===== src/rtl/magic_buttons.sv =====
// Debounced, frame-stretched magic/pause button conditioning for the NMI logic.
// Optional long-press reboot detector compiled in by defining LONG_PRESS_EN.
module magic_buttons #(
    parameter int TICK_DIV      = 28000,
    parameter int DEBOUNCE_MS   = 16,
    parameter int LONG_PRESS_MS = 2000
) (
    input  logic clk28,
    input  logic rst_n,
    input  logic n_magic_raw,
    input  logic n_pause_raw,
    input  logic n_int,
    input  logic n_int_next,
    output logic magic_button,
    output logic pause_button,
    output logic long_press
);

    localparam int TW = $clog2(TICK_DIV + 1);
    localparam int DW = $clog2(DEBOUNCE_MS + 1);

    typedef enum logic [1:0] {IDLE, HELD, SEEN, PENDING} btn_state_t;

    // Index 0 is the magic button, index 1 the pause button; levels are low = pressed.
    logic [1:0]    raw;
    logic [1:0]    sync1;
    logic [1:0]    sync2;
    logic [1:0]    deb;
    logic [DW-1:0] deb_cnt [2];
    btn_state_t    state [2];
    btn_state_t    state_next [2];
    logic [1:0]    btn_q;
    logic [TW-1:0] tick_cnt;
    logic          tick;
    logic          frame_edge;

    assign raw        = {n_pause_raw, n_magic_raw};
    assign tick       = (tick_cnt == TW'(TICK_DIV - 1));
    assign frame_edge = n_int & ~n_int_next;

    // NOTE: every flop here, including the small per-button arrays, takes the
    // synchronous reset so a reset mid-press fully discards the press.
    always_ff @(posedge clk28) begin
        if (!rst_n) begin
            tick_cnt <= '0;
            sync1    <= '1;
            sync2    <= '1;
            deb      <= '1;
            btn_q    <= '0;
            for (int i = 0; i < 2; i++) begin
                deb_cnt[i] <= '0;
                state[i]   <= IDLE;
            end
        end else begin
            // NOTE: non-blocking assignments make every flop see pre-edge values.
            tick_cnt <= tick ? '0 : tick_cnt + 1'b1;
            sync1    <= raw;
            sync2    <= sync1;
            for (int i = 0; i < 2; i++) begin
                if (sync2[i] == deb[i]) begin
                    deb_cnt[i] <= '0;
                end else if (tick) begin
                    if (deb_cnt[i] == DW'(DEBOUNCE_MS - 1)) begin
                        deb[i]     <= sync2[i];
                        deb_cnt[i] <= '0;
                    end else begin
                        deb_cnt[i] <= deb_cnt[i] + 1'b1;
                    end
                end
                state[i] <= state_next[i];
                btn_q[i] <= (state_next[i] != IDLE);
            end
        end
    end

    // A press that never spans a frame edge is held in PENDING until one arrives.
    always_comb begin
        for (int i = 0; i < 2; i++) begin
            // NOTE: default first so no branch leaves state_next unassigned (no latch).
            state_next[i] = state[i];
            case (state[i])
                IDLE:    if (!deb[i])   state_next[i] = HELD;
                HELD: begin
                    if (frame_edge)     state_next[i] = SEEN;
                    else if (deb[i])    state_next[i] = PENDING;
                end
                SEEN:    if (deb[i])    state_next[i] = IDLE;
                PENDING: if (frame_edge) state_next[i] = IDLE;
                default:                state_next[i] = IDLE;
            endcase
        end
    end

    assign magic_button = btn_q[0];
    assign pause_button = btn_q[1];

`ifdef LONG_PRESS_EN
    localparam int HW = $clog2(LONG_PRESS_MS + 1);

    logic [HW-1:0] hold_cnt;
    logic          long_q;

    // Saturating at LONG_PRESS_MS guarantees a single pulse per press.
    always_ff @(posedge clk28) begin
        if (!rst_n) begin
            hold_cnt <= '0;
            long_q   <= 1'b0;
        end else begin
            long_q <= 1'b0;
            if (deb[0]) begin
                hold_cnt <= '0;
            end else if (tick && (hold_cnt != HW'(LONG_PRESS_MS))) begin
                hold_cnt <= hold_cnt + 1'b1;
                long_q   <= (hold_cnt == HW'(LONG_PRESS_MS - 1));
            end
        end
    end

    assign long_press = long_q;
`else
    // Keeps the parameter referenced when the detector is compiled out.
    logic unused_long_press_ms;
    assign unused_long_press_ms = ^32'(LONG_PRESS_MS);
    assign long_press = 1'b0;
`endif

endmodule


===== config.mk =====
export PLATFORM = sky130hd
export DESIGN_NAME = magic_buttons
export DESIGN_NICKNAME = d
export VERILOG_FILES = /design/src/rtl/magic_buttons.sv
export SDC_FILE = /design/constraint.sdc
export NUM_CORES = 1
export LEC_CHECK = 0
export CORE_AREA = 2 2 60 62
export CTS_BUF_LIST = sky130_fd_sc_hd__clkbuf_4 sky130_fd_sc_hd__clkbuf_8
export DETAILED_ROUTE_END_ITERATION = 6
export DIE_AREA = 0 0 62 64
export DONT_BUFFER_PORTS = 1
export PLACE_DENSITY_LB_ADDON = 0.3
export SYNTH_ARGS = -nofsm -noshare
export SYNTH_HDL_FRONTEND = slang
export SYNTH_SLANG_ARGS = --single-unit

===== constraint.sdc =====
create_clock -name clk28 -period 2.3 [get_ports clk28]
set_clock_uncertainty 0.1 [all_clocks]
set_input_delay 0.23 -clock clk28 [delete_from_list [all_inputs] [get_ports clk28]]
set_output_delay 0.23 -clock clk28 [all_outputs]
set_load 0.03 [all_outputs]

==> results of run 1 <==
==> worst max-delay path: stages (launching register included) <==
cell     delay [ns]
dfxtp_1        0.38
ha_1           0.19
nand3_1        0.19
or4_4          0.59
nand3_1        0.24
==> worst paths after layout <==
kind              cells after the start                    from                           to  slack, ns
hold / removal                        2                   rst_n       tick_cnt[5]$_SDFF_PP0_       0.07
setup / recovery                      4  tick_cnt[0]$_SDFF_PP0_  deb_cnt[1][2]$_SDFFCE_PN0P_       0.31
hold reg to reg                       1     sync1[1]$_SDFF_PN1_          sync2[1]$_SDFF_PN1_       0.31
setup reg to reg                      4  tick_cnt[0]$_SDFF_PP0_  deb_cnt[1][2]$_SDFFCE_PN0P_       0.31
==> synthesized netlist by cell type (all sizes together) <==
cell     number
dfxtp        27
nor2         26
inv          13
nand3        13
xnor2        11
edfxtp       10
xor2          7
o21ai         6
ha            5
nand2b        5
nand4         5
nor3          5
nor4          5
nand2         4
a21oi         3
and3          3
a21boi        2
a31oi         2
buf           2
or3           2
clkbuf        1
conb          1
nand4bb       1
nor2b         1
o21a          1
or3b          1
or4           1
==> area by class of cell <==
type / count / area share (%)
multi-input cells: 110 / 38.71
inverters: 13 / 2.786
clock buffers: 6 / 2.929
repair buffers: 4 / 2.143
well taps: 46 / 3.286
flip-flops and latches: 37 / 48.00
clock inverters: 2 / 2.143
==> sequential cells by signal (all words and copies together) (netlist names) <==
register	cells
btn_q	2
sync2	2
deb_cnt	10
tick_cnt	15
state	4
deb	2
sync1	2
==> power by group <==
group          total (mW)  leakage, nW  internal (mW)  switching [mW]
clock network       0.461       0.0445          0.258           0.202
registers           0.684        0.340          0.677         0.00740
logic              0.0310        0.231         0.0129          0.0181
==> logic make-up (layout without fill, tap and decap cells) <==
group                      count (synthesis)  in the layout
AOI/OAI and AO/OA                         14             14
buffers and inverters                     16             25
xor gates and xnor gates                  18             18
other                                      1              1
and+or+nand+nor                           72             72
DFF                                       37             37
adders and majority gates                  5              5
==> metal layers <==
metal	GRT usage (%)	wire (um)	up-vias
met1	17.57	1210	497
met3	4.858	132	5
met2	22.53	1115	28
li1	-	-	572
met5	0	0	-
met4	7.979	57	0
==> layout by cell type, fill, tap and decap left out, types with 2 or more instances in the layout <==
cell type,Yosys,routed
o21ai_0,6,6
nand4_1,5,5
edfxtp_1,10,10
dfxtp_1,27,27
a31oi_1,2,2
a21oi_1,3,3
nor2_1,26,26
a21boi_0,2,2
nand2b_1,5,5
xnor2_1,11,11
or3_1,2,2
xor2_1,7,7
nand3_1,13,13
inv_1,13,13
nor4_1,4,4
clkbuf_4,0,5
ha_1,5,5
and3_1,3,3
dlygate4sd3_1,0,3
nand2_1,3,3
nor3_1,5,5
==> repair_timing <==
item                      4_1_cts  5_1_grt
hold endpoints to repair       12        0
gates resized for setup         0        0
hold buffers                    3        0
==> impl_metrics.ini, run 1 <==
[run_status]
status = finished, final reports clean

[timing]
finalCritPeriodShare_pct = 86.40
slew_violations = 0
finalSetupViolCount = 0
fin_ws_ns = 0.3128
rsz0062_at_grt = no
max_freq_mhz = 503.2
finalCriticalPeriod_ns = 1.987
fin_worst_hold_slack_ns = 0.06819
finalSetupTns_ns = 0
hold_viol_final = 0

[route]
vias = 1102
route.detailed.drc = 0
antenna_left = 0
wirelength_um = 2515
drt_iter0_markers = 52
wl_per_cell_um = 11.54
viasPerCell = 5.055
dr.pass1.iters = 4

[worst_setup_path]
worst_setup_path_end_kind = flop
worstPathArrival_ns = 1.92
required_ns = 2.24
critPathKind = flop to flop
worstPathMaxFanout = 6
start_kind = flop

[global_route]
grt_max_degree = 13
antenna_found_initial = 0
grt_usage_pct = 14.67
grt_pass1_vias = 1027
grt_pass1_wl_um = 4236
grt_remaining_overflow = 0

[die]
coreArea_sq_mm = 0.003284
ioPinCount = 9
rows = 21
die_x_um = 62
initial_utilization_pct = 48.42
chipHeight_um = 64
die_area_sq_mm = 0.003968

[place]
dpl_cell_area_sq_mm = 0.001633
dp_hpwl_um = 1831
portBuffers = 0
pre_cts_slack_ns = 0.3155
place_congestion = 0.8195
place_inst = 207

[clocking]
post_cts_buffers = 0
clock_latency_ns = 0.34
clock-sinks = 37
ctsHtreeMaxLevel = 2
cts_tree = built
cts_made_buffers = 5
clkTransAtPathRegs_ns = 0.11
clock_tree.buffer_depth = 2
cts-root-buf = clkbuf_4

[synthesis]
synth_top_area_share_pct = 33.99
synth.area.mux_share_pct = 0
netlist_instances = 163
yosysWarnings = 0
synth_top_area_cell = dfxtp_1
syn_nets = 174
synth_compound_area_share_pct = 5.035
synth_cell_types = 30
yosys.area_share.simple_pct = 23.52
synth_area_leaders = dfxtp_1, edfxtp_1, nor2_1
netlist_area_sq_mm = 0.001590
synth_top_family_by_area = simple AND/OR/NAND/NOR gates
synth_area_per_cell_sq_um = 9.756
synth_fa_ha_area_share_pct = 3.934
ys_seq_area_share_pct = 52.87
ys_ff_latch = 37
synth-xor-area-share_pct = 9.913

[final_layout]
syn_to_final_growth_pct = 10.15
instances_no_fill = 218
fill_cells = 296
multiInputGateArea_sq_um = 678.2
seq_area_sq_um = 840.8
design_area_sq_mm = 0.001752
final_nets = 182
drive_above_1_share_pct = 6.977
utilization_pct = 53.33
antenna_cells = 0

[power_and_ir_drop]
irDropWorstVdd_v = 0.0003995
p_leak_nw = 0.6155
p_per_area_mw_per_mm2 = 671.3
total_power_mw = 1.176

[hold_path]
hold_class = input pin to flop

[run]
drv_cap = 0
Power figures use the tool's default switching activity.
==> run 2: changes to the inputs <==
CORE_AREA = 2 2 50 75   (was 2 2 60 62)
DIE_AREA = 0 0 52 77   (was 0 0 62 64)
PLACE_DENSITY = 0.67   (was not set)
PLACE_DENSITY_LB_ADDON = not set   (was 0.3)
==> run 2 against run 1 <==
Global-route usage grew 0.93 points. Worst hold slack lost 0.057 ns. Combinational power shrank 1%. Total power grew 2.6%. Fmax shrank 2.2%. Non-clock buffer count is the same. Highest routed layer unchanged.
==> impl_metrics.ini, run 2 (synthesis results as in run 1) <==
[global_route]
grt_pass1_vias = 1054
grt_pass1_wl_um = 4623
antenna_found_initial = 0
grt_max_degree = 13
grt_usage_pct = 15.60
grt_remaining_overflow = 0

[final_layout]
drive_above_1_share_pct = 6.977
fill_cells = 312
multiInputGateArea_sq_um = 678.2
seq_area_sq_um = 840.8
regMostFlops = tick_cnt
antenna_cells = 0
final_common_cell = dfxtp_1
design_area_sq_mm = 0.001759
final_nets = 182
reg_top3 = tick_cnt: 15 flops, deb_cnt: 10 flops, state: 4 flops
largest_reg_flops = 15
layout_common_cells = dfxtp_1, nor2_1, inv_1, nand3_1, xnor2_1
syn_to_final_growth_pct = 10.62

[die]
chipHeight_um = 77
ioPinCount = 9
rows = 26
initial_utilization_pct = 47.46
coreArea_sq_mm = 0.003351
die_x_um = 52
die_area_sq_mm = 0.004004

[run_status]
status = finished, final reports clean

[timing]
finalCriticalPeriod_ns = 2.031
hold_viol_final = 0
finalSetupViolCount = 0
finalCritPeriodShare_pct = 88.31
slew_violations = 0
rsz0062_at_grt = no
max_freq_mhz = 492.3
finalSetupTns_ns = 0

[clocking]
cts-root-buf = clkbuf_8
clock_tree.buffer_depth = 2
postCtsResizedCells = 0
post_cts_buffers = 0
ctsHtreeMaxLevel = 2
clock_latency_ns = 0.29
clock-sinks = 37
cts_tree = built
cts_made_buffers = 5
clkTransAtPathRegs_ns = 0.07

[worst_setup_path]
crit_family = simple AND/OR/NAND/NOR gates
worst_setup_path_end_kind = flop
path_buf_inv = 1
max_stage_delay_ns = 0.38
path_cells = ha_1 -> nand3_1 -> buf_4 -> nor4_2 -> nand4_1 -> nor2_1
worstPathArrival_ns = 2.07
worstPathMaxFanout = 5
required_ns = 2.34
critPathSlowestCell = dfxtp_1
r2r-start = tick_cnt[0]$_SDFF_PP0_
critPathKind = flop to flop
rr_worst_depth = 6
ff2ff_setup_slack_ns = 0.27
start_kind = flop
r2r_end = deb_cnt[1][3]$_SDFFCE_PN0P_

[hold_path]
holdPathStages = 2
worstHoldStart = rst_n
min_to = btn_q[1]$_SDFF_PN0_
hold_class = input pin to flop

[route]
vias = 1127
drt_iter0_markers = 23
antenna_left = 0
route.detailed.drc = 0
viasPerCell = 5.266
wl_per_cell_um = 12.50
wirelength_um = 2676
dr.pass1.iters = 4

[power_and_ir_drop]
irDropWorstVdd_v = 0.0003940
p_leak_nw = 0.6239
total_power_mw = 1.206
p_per_area_mw_per_mm2 = 685.6

[place]
dp_hpwl_um = 1920
place_congestion = 0.7633
dpl_cell_area_sq_mm = 0.001628
portBuffers = 0

[run]
drv_cap = 0
## run 2: changes by cell type in the layout (fill, tap and decap cells not counted)
cell	before	now
clkbuf_8	1	7
clkbuf_4	5	0
bufinv_16	1	0
clkinv_2	0	1
clkinvlp_4	1	0
## run 2: what timing repair did
item / in CTS / in global routing
setup endpoints to repair: 0 / 0
hold endpoints to repair: 7 / 0
hold buffers: 3 / 0
## run 2: worst max-delay path by stage
stage	from	endpoint	slack (ns)	cells past startpoint
after floorplan	tick_cnt[0]$_SDFF_PP0_	deb_cnt[0][0]$_SDFFCE_PN0P_	0.39	4
after global placement	tick_cnt[4]$_SDFF_PP0_	deb_cnt[1][1]$_SDFFCE_PN0P_	0.38	3
after detailed placement	tick_cnt[0]$_SDFF_PP0_	deb_cnt[1][0]$_SDFFCE_PN0P_	0.27	6
after CTS	tick_cnt[0]$_SDFF_PP0_	deb_cnt[1][3]$_SDFFCE_PN0P_	0.25	6
after global routing	tick_cnt[0]$_SDFF_PP0_	deb_cnt[1][3]$_SDFFCE_PN0P_	0.08	6
final	tick_cnt[0]$_SDFF_PP0_	deb_cnt[1][3]$_SDFFCE_PN0P_	0.27	6
## run 2: layout make-up
| type | instances | area share [%] |
|---|---|---|
| clock buffer | 7 | 5.477 |
| clock inverter | 1 | 0.2845 |
| inverter | 13 | 2.774 |
| multi-input combinational | 110 | 38.55 |
| sequential | 37 | 47.80 |
| tap | 42 | 2.987 |
| timing repair buffer | 4 | 2.134 |
## run 2: power breakdown
part | switching, mW | internal (mW)
Sequential | 0.00783 | 0.677
Clock | 0.220 | 0.271
Combinational | 0.0174 | 0.0132
## run 2: routing by layer
layer	GRT usage, %	routed length (um)	share of wire, %	vias to the layer above
li1	-	-	-	569
met1	17.71	1141	43	528
met2	25.19	1362	51	23
met3	4.669	105	3.9	7
met4	8.684	66	2.5	0
met5	0	0	0	-
## run 2: stage by stage
stage | utilization [%] | setup slack, ns | std cells | hold WS (ns)
finish | 52.50 | 0.2689 | 214 | 0.01076
global route | 52.50 | 0.08270 | 214 | 0.002689
CTS | 52.50 | 0.2494 | 214 | 0.0004235
detailed placement | 48.58 | 0.2674 | 203 | 0.2088
global placement | 48.58 | 0.3757 | 203 | 0.2056
floorplan | - | 0.3882 | 163 | 0.2315
==> run 3: changes to the inputs <==
MAX_ROUTING_LAYER = met4   (was not set)
==> run 3 against run 2 <==
Count of clock-buffer cells in the layout did not move. Sequential share of layout area did not move. Combinational power about the same. Routed wire length unchanged. Clock power is essentially flat. Worst hold slack about the same. Register-to-register slack about the same. Critical endpoint unchanged. Largest cell class unchanged. Largest power group unchanged. Highest routed layer unchanged.
==> impl_metrics.ini, run 3 (synthesis results as in run 1) <==
[place]
dpl_cell_area_sq_mm = 0.001628
portBuffers = 0
place_congestion = 0.7734
dp_hpwl_um = 1920

[final_layout]
final_common_cell = dfxtp_1
layout_common_cells = dfxtp_1, nor2_1, inv_1, nand3_1, xnor2_1
final_nets = 182
utilization_pct = 52.50
reg_top3 = tick_cnt: 15 flops, deb_cnt: 10 flops, state: 4 flops
largest_reg_flops = 15
antenna_cells = 0
regMostFlops = tick_cnt
fill_cells = 312
syn_to_final_growth_pct = 10.62
drive_above_1_share_pct = 6.977
design_area_sq_mm = 0.001759

[worst_setup_path]
worstPathMaxFanout = 5
required_ns = 2.34
start_kind = flop
cp-startpoint = tick_cnt[0]$_SDFF_PP0_
cp.depth = 6
crit_family = simple AND/OR/NAND/NOR gates
path_cells = ha_1 -> nand3_1 -> buf_4 -> nor4_2 -> nand4_1 -> nor2_1
ff2ff_setup_slack_ns = 0.27
rr_worst_depth = 6
path_buf_inv = 1
critPathSlowestCell = nor4_2
max_stage_delay_ns = 0.39
r2r_end = deb_cnt[1][3]$_SDFFCE_PN0P_
crit_end = deb_cnt[1][3]$_SDFFCE_PN0P_
critPathKind = flop to flop
r2r-start = tick_cnt[0]$_SDFF_PP0_
worst_setup_path_end_kind = flop
worstPathArrival_ns = 2.08

[timing]
finalCriticalPeriod_ns = 2.034
rsz0062_at_grt = no
slew_violations = 0
finalSetupViolCount = 0
finalCritPeriodShare_pct = 88.44
max_freq_mhz = 491.6
hold_viol_final = 0
finalSetupTns_ns = 0

[global_route]
grt_pass1_vias = 1054
antenna_found_initial = 0
grt_max_degree = 13
grt_pass1_wl_um = 4623
grt_remaining_overflow = 0
grt_usage_pct = 16.01

[clocking]
clock-sinks = 37
clock_tree.buffer_depth = 2
postCtsResizedCells = 0
clkTransAtPathRegs_ns = 0.07
cts_made_buffers = 5
ctsHtreeMaxLevel = 2
post_cts_buffers = 0
cts-hold-fix-buffers = 3
cts_tree = built
cts-root-buf = clkbuf_8
clock_latency_ns = 0.29

[route]
wl_per_cell_um = 12.50
antenna_left = 0
vias = 1135
dr.pass1.iters = 4
wirelength_um = 2676
viasPerCell = 5.304
route.detailed.drc = 0
drt_iter0_markers = 35

[power_and_ir_drop]
irDropWorstVdd_v = 0.0003911
p_leak_nw = 0.6239
p_per_area_mw_per_mm2 = 685.1

[die]
rows = 26
die_x_um = 52
die_area_sq_mm = 0.004004
coreArea_sq_mm = 0.003351
chipHeight_um = 77
ioPinCount = 9
initial_utilization_pct = 47.46

[run_status]
status = finished, final reports clean

[hold_path]
hold_class = input pin to flop

[run]
drv_cap = 0
## run 3: cell counts in the layout (fill, tap and decap cells not counted)
Identical to the previous run, type by type.
## run 3: per-stage QoR
step / hold slack [ns] / setup slack, ns / power, mW / cells
floorplan: 0.2315 / 0.3882 / 0.7230 / 163
finish: 0.01075 / 0.2658 / 1.205 / 214
global route: 0.002689 / 0.08270 / 1.255 / 214
detailed placement: 0.2088 / 0.2674 / 0.7246 / 203
global placement: 0.2056 / 0.3757 / 0.7228 / 203
CTS: 0.0004235 / 0.2494 / 1.217 / 214
## run 3: worst min-delay path by stage
stage,cells after the start,from,to
after floorplan,1,n_magic_raw,sync1[0]$_SDFF_PN1_
after global placement,1,rst_n,deb[0]$_SDFFE_PN1P_
after detailed placement,1,rst_n,deb[1]$_SDFFE_PN1P_
after CTS,2,rst_n,btn_q[1]$_SDFF_PN0_
after global routing,2,rst_n,btn_q[1]$_SDFF_PN0_
final,2,rst_n,btn_q[1]$_SDFF_PN0_
## run 3: power by group
part	leakage [nW]	total, mW	switching (mW)	internal (mW)
logic	0.230	0.0307	0.0175	0.0132
clock network	0.0542	0.489	0.219	0.271
registers	0.340	0.685	0.00784	0.677
## run 3: cell type report
class | count | area, sq um | share of cell area [%]
inverters | 13 | 48.80 | 2.774
repair buffers | 4 | 37.54 | 2.134
multi-input cells | 110 | 678.2 | 38.55
flip-flops and latches | 37 | 840.8 | 47.80
clock buffers | 7 | 96.34 | 5.477
well taps | 42 | 52.55 | 2.987
clock inverters | 1 | 5.005 | 0.2845
## run 3: routing by layer
metal | track usage, % | vias to the layer above | share of wire [%] | wire length (um)
met5 | - | - | 0 | 0
met4 | 8.684 | 0 | 2.5 | 66
met3 | 4.669 | 7 | 4.0 | 107
met2 | 25.19 | 25 | 51 | 1366
met1 | 17.71 | 535 | 42 | 1135
li1 | - | 568 | - | -
